[src/rtl/maxnet_stream_loader.sv]
// Stream loader for the Maxnet core: fills X/W from a valid/ready word stream,
// kicks the controller, then returns the winner (or a timeout) on an output channel.

module maxnet_word_reg #(
    parameter int DATA_W = 32
) (
    input  logic              clk_i,
    input  logic              rst_i,
    input  logic              we_i,
    input  logic [DATA_W-1:0] d_i,
    output logic [DATA_W-1:0] q_o
);
    logic [DATA_W-1:0] q_q;

    always_ff @(posedge clk_i) begin
        if (rst_i)     q_q <= '0;
        else if (we_i) q_q <= d_i;
    end

    assign q_o = q_q;
endmodule

module maxnet_stream_loader #(
    parameter int DATA_W  = 32,
    parameter int N       = 4,
    parameter int MAX_CYC = 255
) (
    input  logic                   clk_i,
    input  logic                   rst_i,
    input  logic                   in_valid_i,
    output logic                   in_ready_o,
    input  logic [DATA_W-1:0]      in_data_i,
    output logic [N*DATA_W-1:0]    x_flat_o,
    output logic [N*N*DATA_W-1:0]  w_flat_o,
    output logic                   start_o,
    input  logic                   is_finished_i,
    input  logic [DATA_W-1:0]      res_i,
    output logic                   out_valid_o,
    input  logic                   out_ready_i,
    output logic [DATA_W-1:0]      out_data_o,
    output logic                   out_err_o
);
    localparam int NW    = N * N;
    localparam int IDX_W = (NW > 1) ? $clog2(NW) : 1;
    localparam int CYC_W = $clog2(MAX_CYC + 1);

    typedef enum logic [2:0] {
        S_LOAD_X,
        S_LOAD_W,
        S_START,
        S_WAIT,
        S_OUT
    } state_t;

    typedef struct packed {
        logic [DATA_W-1:0] data;
        logic              err;
    } result_t;

    state_t              state_q, state_d;
    logic [IDX_W-1:0]    idx_q, idx_d;
    logic [CYC_W-1:0]    cyc_q, cyc_d;
    result_t             res_q, res_d;
    logic                accept;

    logic [N-1:0]                x_we;
    logic [NW-1:0]               w_we;
    logic [N-1:0][DATA_W-1:0]    x_q;
    logic [NW-1:0][DATA_W-1:0]   w_q;

    assign in_ready_o  = (state_q == S_LOAD_X) || (state_q == S_LOAD_W);
    assign accept      = in_valid_i && in_ready_o;
    assign start_o     = (state_q == S_START);
    assign out_valid_o = (state_q == S_OUT);
    assign out_data_o  = res_q.data;
    assign out_err_o   = res_q.err;

    always_ff @(posedge clk_i) begin
        if (rst_i) begin
            state_q <= S_LOAD_X;
            idx_q   <= '0;
            cyc_q   <= '0;
            res_q   <= '0;
        end else begin
            state_q <= state_d;
            idx_q   <= idx_d;
            cyc_q   <= cyc_d;
            res_q   <= res_d;
        end
    end

    always_comb begin
        state_d = state_q;
        idx_d   = idx_q;
        cyc_d   = cyc_q;
        res_d   = res_q;
        case (state_q)
            S_LOAD_X: begin
                if (accept) begin
                    if (idx_q == IDX_W'(N - 1)) begin
                        idx_d   = '0;
                        state_d = S_LOAD_W;
                    end else begin
                        idx_d = idx_q + IDX_W'(1);
                    end
                end
            end
            S_LOAD_W: begin
                if (accept) begin
                    if (idx_q == IDX_W'(NW - 1)) begin
                        idx_d   = '0;
                        state_d = S_START;
                    end else begin
                        idx_d = idx_q + IDX_W'(1);
                    end
                end
            end
            S_START: begin
                cyc_d   = '0;
                state_d = S_WAIT;
            end
            S_WAIT: begin
                cyc_d = cyc_q + CYC_W'(1);
                // the completion flag can still be high from the previous job for two cycles
                if (is_finished_i && (cyc_q >= CYC_W'(2))) begin
                    res_d   = '{data: res_i, err: 1'b0};
                    state_d = S_OUT;
                end else if (cyc_q == CYC_W'(MAX_CYC)) begin
                    res_d   = '{data: '0, err: 1'b1};
                    state_d = S_OUT;
                end
            end
            S_OUT: begin
                if (out_ready_i) begin
                    idx_d   = '0;
                    state_d = S_LOAD_X;
                end
            end
            default: begin
                idx_d   = '0;
                state_d = S_LOAD_X;
            end
        endcase
    end

    for (genvar k = 0; k < N; k++) begin : g_x
        assign x_we[k] = accept && (state_q == S_LOAD_X) && (idx_q == IDX_W'(k));
        maxnet_word_reg #(.DATA_W(DATA_W)) u_x (
            .clk_i (clk_i),
            .rst_i (rst_i),
            .we_i  (x_we[k]),
            .d_i   (in_data_i),
            .q_o   (x_q[k])
        );
    end

    for (genvar k = 0; k < NW; k++) begin : g_w
        assign w_we[k] = accept && (state_q == S_LOAD_W) && (idx_q == IDX_W'(k));
        maxnet_word_reg #(.DATA_W(DATA_W)) u_w (
            .clk_i (clk_i),
            .rst_i (rst_i),
            .we_i  (w_we[k]),
            .d_i   (in_data_i),
            .q_o   (w_q[k])
        );
    end

    assign x_flat_o = x_q;
    assign w_flat_o = w_q;
endmodule
[config.mk]
export PLATFORM = sky130hd
export DESIGN_NAME = maxnet_stream_loader
export DESIGN_NICKNAME = d
export VERILOG_FILES = /design/src/rtl/maxnet_stream_loader.sv
export SDC_FILE = /design/constraint.sdc
export NUM_CORES = 1
export LEC_CHECK = 0
export ABC_AREA = 1
export CELL_PAD_IN_SITES_DETAIL_PLACEMENT = 0
export CELL_PAD_IN_SITES_GLOBAL_PLACEMENT = 1
export CORE_MARGIN = 8
export CORE_UTILIZATION = 25
export CTS_CLUSTER_SIZE = 40
export DETAILED_ROUTE_END_ITERATION = 6
export PLACE_DENSITY = 0.73
export SYNTH_ARGS = -nofsm -noshare
export SYNTH_HDL_FRONTEND = slang
export SYNTH_SLANG_ARGS = --single-unit
[constraint.sdc]
create_clock -name clk_i -period 1.5 [get_ports clk_i]
set_input_delay 0.15 -clock clk_i [delete_from_list [all_inputs] [get_ports clk_i]]
set_output_delay 0.15 -clock clk_i [all_outputs]
set_load 0.1 [all_outputs]
# Word-level counts from Yosys, hierarchy flattened
# Index checks and enable logic that the tools add are counted.
[classes] add_sub_neg=2 n_lt_le_gt_ge=1 eq_ne=26 n_mux=17 bitwise_logic=1 n_reduce_logical=33
[op_table] op="33-bit 2-to-1 mux" count=2
[op_table] op="4-bit equality test (second input constant)" count=8
[op_table] op="1-bit logical AND" count=24
[op_table] op="3-bit 2-to-1 mux" count=7
[op_table] op="4-bit 2-to-1 mux" count=5
[op_table] op="4-bit by 3-bit equality test with 1-bit output (second input constant)" count=4
[op_table] op="4-bit one-hot mux with 4 select lines" count=1
[op_table] op="8-bit one-hot mux with 2 select lines" count=1
[op_table] op="3-bit one-hot mux with 5 select lines" count=1
[op_table] op="8-bit by 1-bit adder with 8-bit output (second input constant)" count=1
[op_table] op="4-bit by 2-bit equality test with 1-bit output (second input constant)" count=2
[op_table] op="8-bit equality test (second input constant)" count=1
[op_table] op="8-bit by 2-bit greater-or-equal comparator with 1-bit output (second input constant)" count=1
[op_table] op="3-bit by 2-bit equality test with 1-bit output (second input constant)" count=2
[op_table] op="2-bit by 1-bit inequality test with 1-bit output (second input constant)" count=3
[op_table] op="6-bit AND reduction" count=1
[op_table] op="4-bit by 1-bit adder with 4-bit output (second input constant)" count=1
[op_table] op="4-bit by 1-bit equality test with 1-bit output (second input constant)" count=1
[op_table] op="4-bit zero test" count=1
[op_table] op="2-bit inequality test (second input constant)" count=2
[op_table] op="4-bit AND reduction" count=1
[op_table] op="2-bit nonzero test" count=2
[op_table] op="3-bit by 1-bit equality test with 1-bit output (second input constant)" count=1
[op_table] op="3-bit equality test (second input constant)" count=1
[op_table] op="other kinds (6)" count=6
[word_totals] regBits=688 out_inout_bits=676 wordCells=105

# Logic depth before layout (Yosys ltp)
[logic_depth] depth_word=5 mapped_depth=10 mapped_depth_nobuf=9

# By module
# A second synthesis with hierarchy kept.
[unflattened] hier_cells=4382 hier_area_um2=29115.4
[by_module_without_submodules] module="maxnet_word_reg" instances=20 cells_each=203 area_per_inst_um2=1338.8 seq_area_each_um2=640.6
[by_module_without_submodules] module="maxnet_stream_loader" instances=1 cells_each=322 area_per_inst_um2=2339.7 seq_area_each_um2=960.9

# Worst setup path after synthesis
# OpenSTA, ideal clock, no wires.
[synth_path] path_kind="flip-flop to output port" from="reg state_q[2]" to="out out_valid_o" arrival_time_ns=2.484 required_time_ns=1.350 slack_ns=-1.134 path_stages_with_launch=3 n_path_buf=0 path_cell_list="dfxtp_1 -> inv_1 -> nor3_1"
[synth_via] elab_chain_len=1
[synth_rtl] item="from (decl)" line_no="60" text="state_t state_q, state_d;"
[synth_rtl] item="from (signal assigned)" line_no="85" text="state_q <= state_d;"
[synth_rtl] item="3-bit equality test" line_no="74" text="assign out_valid_o = (state_q == S_OUT);"
[synth_rtl] item="to (decl)" line_no="38" text="output logic out_valid_o,"
# Every way passes these cells.

# Final worst setup path
[layout_path] from="reg state_q[2]" to="reg g_w[4].u_w.q_q[5]"
[layout_via] elab_chain_len=5
[layout_rtl] item="3-bit by 1-bit equality test with 1-bit output or 3-bit zero test (tied branches)" line_no="71, 158"
[layout_rtl] item="1-bit logical OR" line_no="71" text="assign in_ready_o = (state_q == S_LOAD_X) || (state_q == S_LOAD_W);"
[layout_rtl] item="1-bit logical AND" line_no="72" text="assign accept = in_valid_i && in_ready_o;"
[layout_rtl] item="1-bit logical AND * (2 in a row)" line_no="158" text="assign w_we[k] = accept && (state_q == S_LOAD_W) && (idx_q == IDX_W'(k));"
[layout_rtl] item="to (signal assigned)" line_no="17" text="else if (we_i) q_q <= d_i;"
[layout_rtl] item="to (decl)" line_no="13" text="logic [DATA_W-1:0] q_q;"
# Every way passes the cells marked *; elsewhere a longest branch is shown, timed or not.
# A chain may end at the register's enable or synchronous reset.

==> reports/qor.csv <==
metric;value;unit
status;finished with violations;
failing checks;negative setup slack;
Worst Path Arrival;2320;ps
io pins;745;
Total Wirelength;128;mm
Vias/cell;4.66;
Synth Area per Inst;7.78;µm²
met2 wire length;61.8;mm
worst-margin pin slew;1100;ps
first-pass GRT wire length;173;mm
RSZ-0062 raised after global routing;true;
Worst Skew;27.3;ps
Max-Slew Margin vs Limit;0.266;
Final TNS setup;-115690;ps
crit path cell chain;buf_6, nor2_4, nand2_4, nor2_8, buf_12, nand2_8, buf_6, nor2_4, buf_12, inv_16, clkbuf_16, nor2_4, nor2_2;
most common cell in the netlist;nor2_1;
Synth Cell Area;24600;µm²
WL/cell;23.7;µm
Setup-failing EPs final;681;
startpoint types;flip-flop;
Clock Pin Slew Worst Setup and Hold Paths;60;ps
worst hold path type;in2reg;
fin. max-slew vios;0;
Die Width;330;µm
Highest Signal Layer;met4;
period utilization;1.20;
Crit. End Element;flip-flop;
Syn Nets;3233;
overall power;0.0440;W
most frequent cells after synthesis;nor2_1, dfxtp_1, o21ai_0;
RePlAce Congestion;0.782;
Yosys top cell area share;0.560;
TritonCTS clock tree;yes;
Hold Vio Cnt, Final;0;
DRC violations left;0;
met3 wire length;12.1;mm
GRT Util Overall;0.215;
Clock Latency Late Sink;640;ps
Seq/Total Area, Yosys;0.560;
H-Tree Level Count;3;
TritonCTS Buffers;81;
total die area;109000;µm²
VDD IR-drop max;924;µV
M1 wire length;49.0;mm
ys async rst share;0;
slack of the critical path;-304;ps
row count;115;
Top delay family on crit path;buffers and inverters;
Core Box Area;98000;µm²
Max Cap Violations;0;
cell area after layout;48100;µm²
Root Driver;clkbuf_16;
synthesized instance count;3158;
synth warn;0;
Post-synth EDFFs;0;
vias in the first global route;24000;
CTS Sinks;688;
Top FF cell, synth;dfxtp_1;
grt total ovfl;0;
share of cells above drive strength 1;0.343;
via count;25100;
Pre-antenna DRT Iters;7;
CP Buf/Inv Count;6;
post-DP HPWL;82.1;mm
Leakage;18.8;nW
Placed Cells;5120;
slowest cell delay on critical path;330;ps
Port Buf Inserts;744;
Post-Layout Cell Count;5383;
ANT nets after route;0;
Layout area overhead;95.6;%
fin crit period;1800;ps
Max Fclk;554;MHz
WS Path Type;reg2reg;
min-delay src;res_i[27];
synthesized flop and latch total;688;
Crit Path Max Fanout;6;
antenna violations before repair;8;
Die H;330;µm
pwr dens;916;nW/µm²
Placed Area;41900;µm²
CP startpoint;state_q[2];
Clock Path Buffers;3;
cells taking the most area after synthesis;dfxtp_1, nor2_1, o21ai_0;
reg2reg start;state_q[2];
Final Util;0.491;
Synth cell types;30;
largest net degree at the start of global routing;46;
Initial DRC Count;1617;
CP required;2020;ps
cell repeated most along the worst path;nor2_4;
initial core utilization;0.251;
slowest CP cell;dfxtp_2;
Yosys top cell by area;dfxtp_1;
fill cell count;8683;
nets@finish;4102;
==> routing by layer <==
| layer | up-vias | GRT usage |
|---|---|---|
| met2 | 963 | 0.364 |
| met5 | - | 0 |
| met3 | 228 | 0.0787 |
| li1 | 11900 | - |
| met1 | 12000 | 0.250 |
| met4 | 0 | 0.0714 |
==> cell usage in the layout, fill, tap and decap left out, types with 6 or more instances in the layout <==
cell type,n
buf_2,9
clkbuf_16,104
a21oi_1,32
nand3_4,10
nor2_1,1193
clkbuf_1,19
clkbuf_8,20
buf_4,101
dfxtp_1,681
o21ai_0,389
nand2_4,11
o21ai_2,81
o21ai_1,181
diode_2,8
inv_1,25
a21oi_2,8
buf_16,29
nor2_2,74
nor2_4,42
buf_8,6
clkdlybuf4s50_1,59
buf_12,802
nand2_1,54
nand3_1,7
buf_6,36
clkinv_2,10
nand4_1,35
==> worst reg2reg max path, delay by kind of cell, from the launching register on <==
family / cells / cell delay, ps
buf+inv: 6 / 790
simple gates: 7 / 590
flops: 1 / 330
==> sequential cells by signal, summed over array words and instances, names as in the netlist <==
signal / cells
idx_q: 4
out_data_o: 32
cyc_q: 8
state_q: 3
g_w.u_w.q_o: 512
g_x.u_x.q_o: 128
out_err_o: 1
==> repair_timing <==
| item | CTS | global route |
|---|---|---|
| endpoints found under the setup margin | 686 | 688 |
| hold buffers | 0 | 0 |
| hold endpoints to repair | 0 | 0 |
| resized for setup | 309 | 304 |
| pin swaps | 84 | 75 |
| gates cloned | 31 | 24 |
| buffers inserted | 48 | 12 |
==> power breakdown <==
| part | total [W] | internal, W | switching, W |
|---|---|---|---|
| sequential | 0.0187 | 0.0185 | 0.000243 |
| combinational | 0.00505 | 0.00167 | 0.00338 |
| clock | 0.0202 | 0.0121 | 0.00811 |
| total | 0.0440 | 0.0323 | 0.0117 |
==> final timing paths <==
check,to,slack (ps),cells past startpoint
worst min register to register,out_data_o[1],500,2
worst min-delay path,out_data_o[27],110,3
worst max register to register,g_w[4].u_w.q_o[5],-300,13
worst max-delay path,g_w[4].u_w.q_o[5],-300,13
==> cell type report <==
type / count / area (µm²) / share of cell area
Antenna cell: 8 / 20.0 / 0.000416
Multi-Input combinational cell: 2148 / 10300 / 0.215
Timing Repair Buffer: 1062 / 19200 / 0.400
Inverter: 46 / 348 / 0.00724
Sequential cell: 688 / 13800 / 0.287
Clock inverter: 21 / 265 / 0.00552
Clock buffer: 123 / 2450 / 0.0509
Tap cell: 1287 / 1610 / 0.0335
==> stage by stage <==
stage	setup slack [ps]	hold slack, ps
after CTS	-330	47.9
after global routing	-365	73.9
after detailed placement	-467	491
after floorplan	-439	321
final	-304	109
after global placement	-489	486
==> cell families (layout without fill, tap and decap cells) <==
group,Yosys count,in the layout,synth area share
AND/OR/NAND/NOR,1442,1442,0.233
AO/OA/AOI/OAI,699,699,0.143
flip-flops,688,688,0.560
buffers and inverters,322,1252,0.0604
adder cells (fa/ha/maj),6,6,0.00305
XOR/XNOR,1,1,0.000356
other,0,8,0
(Power assumes the default switching activity.)
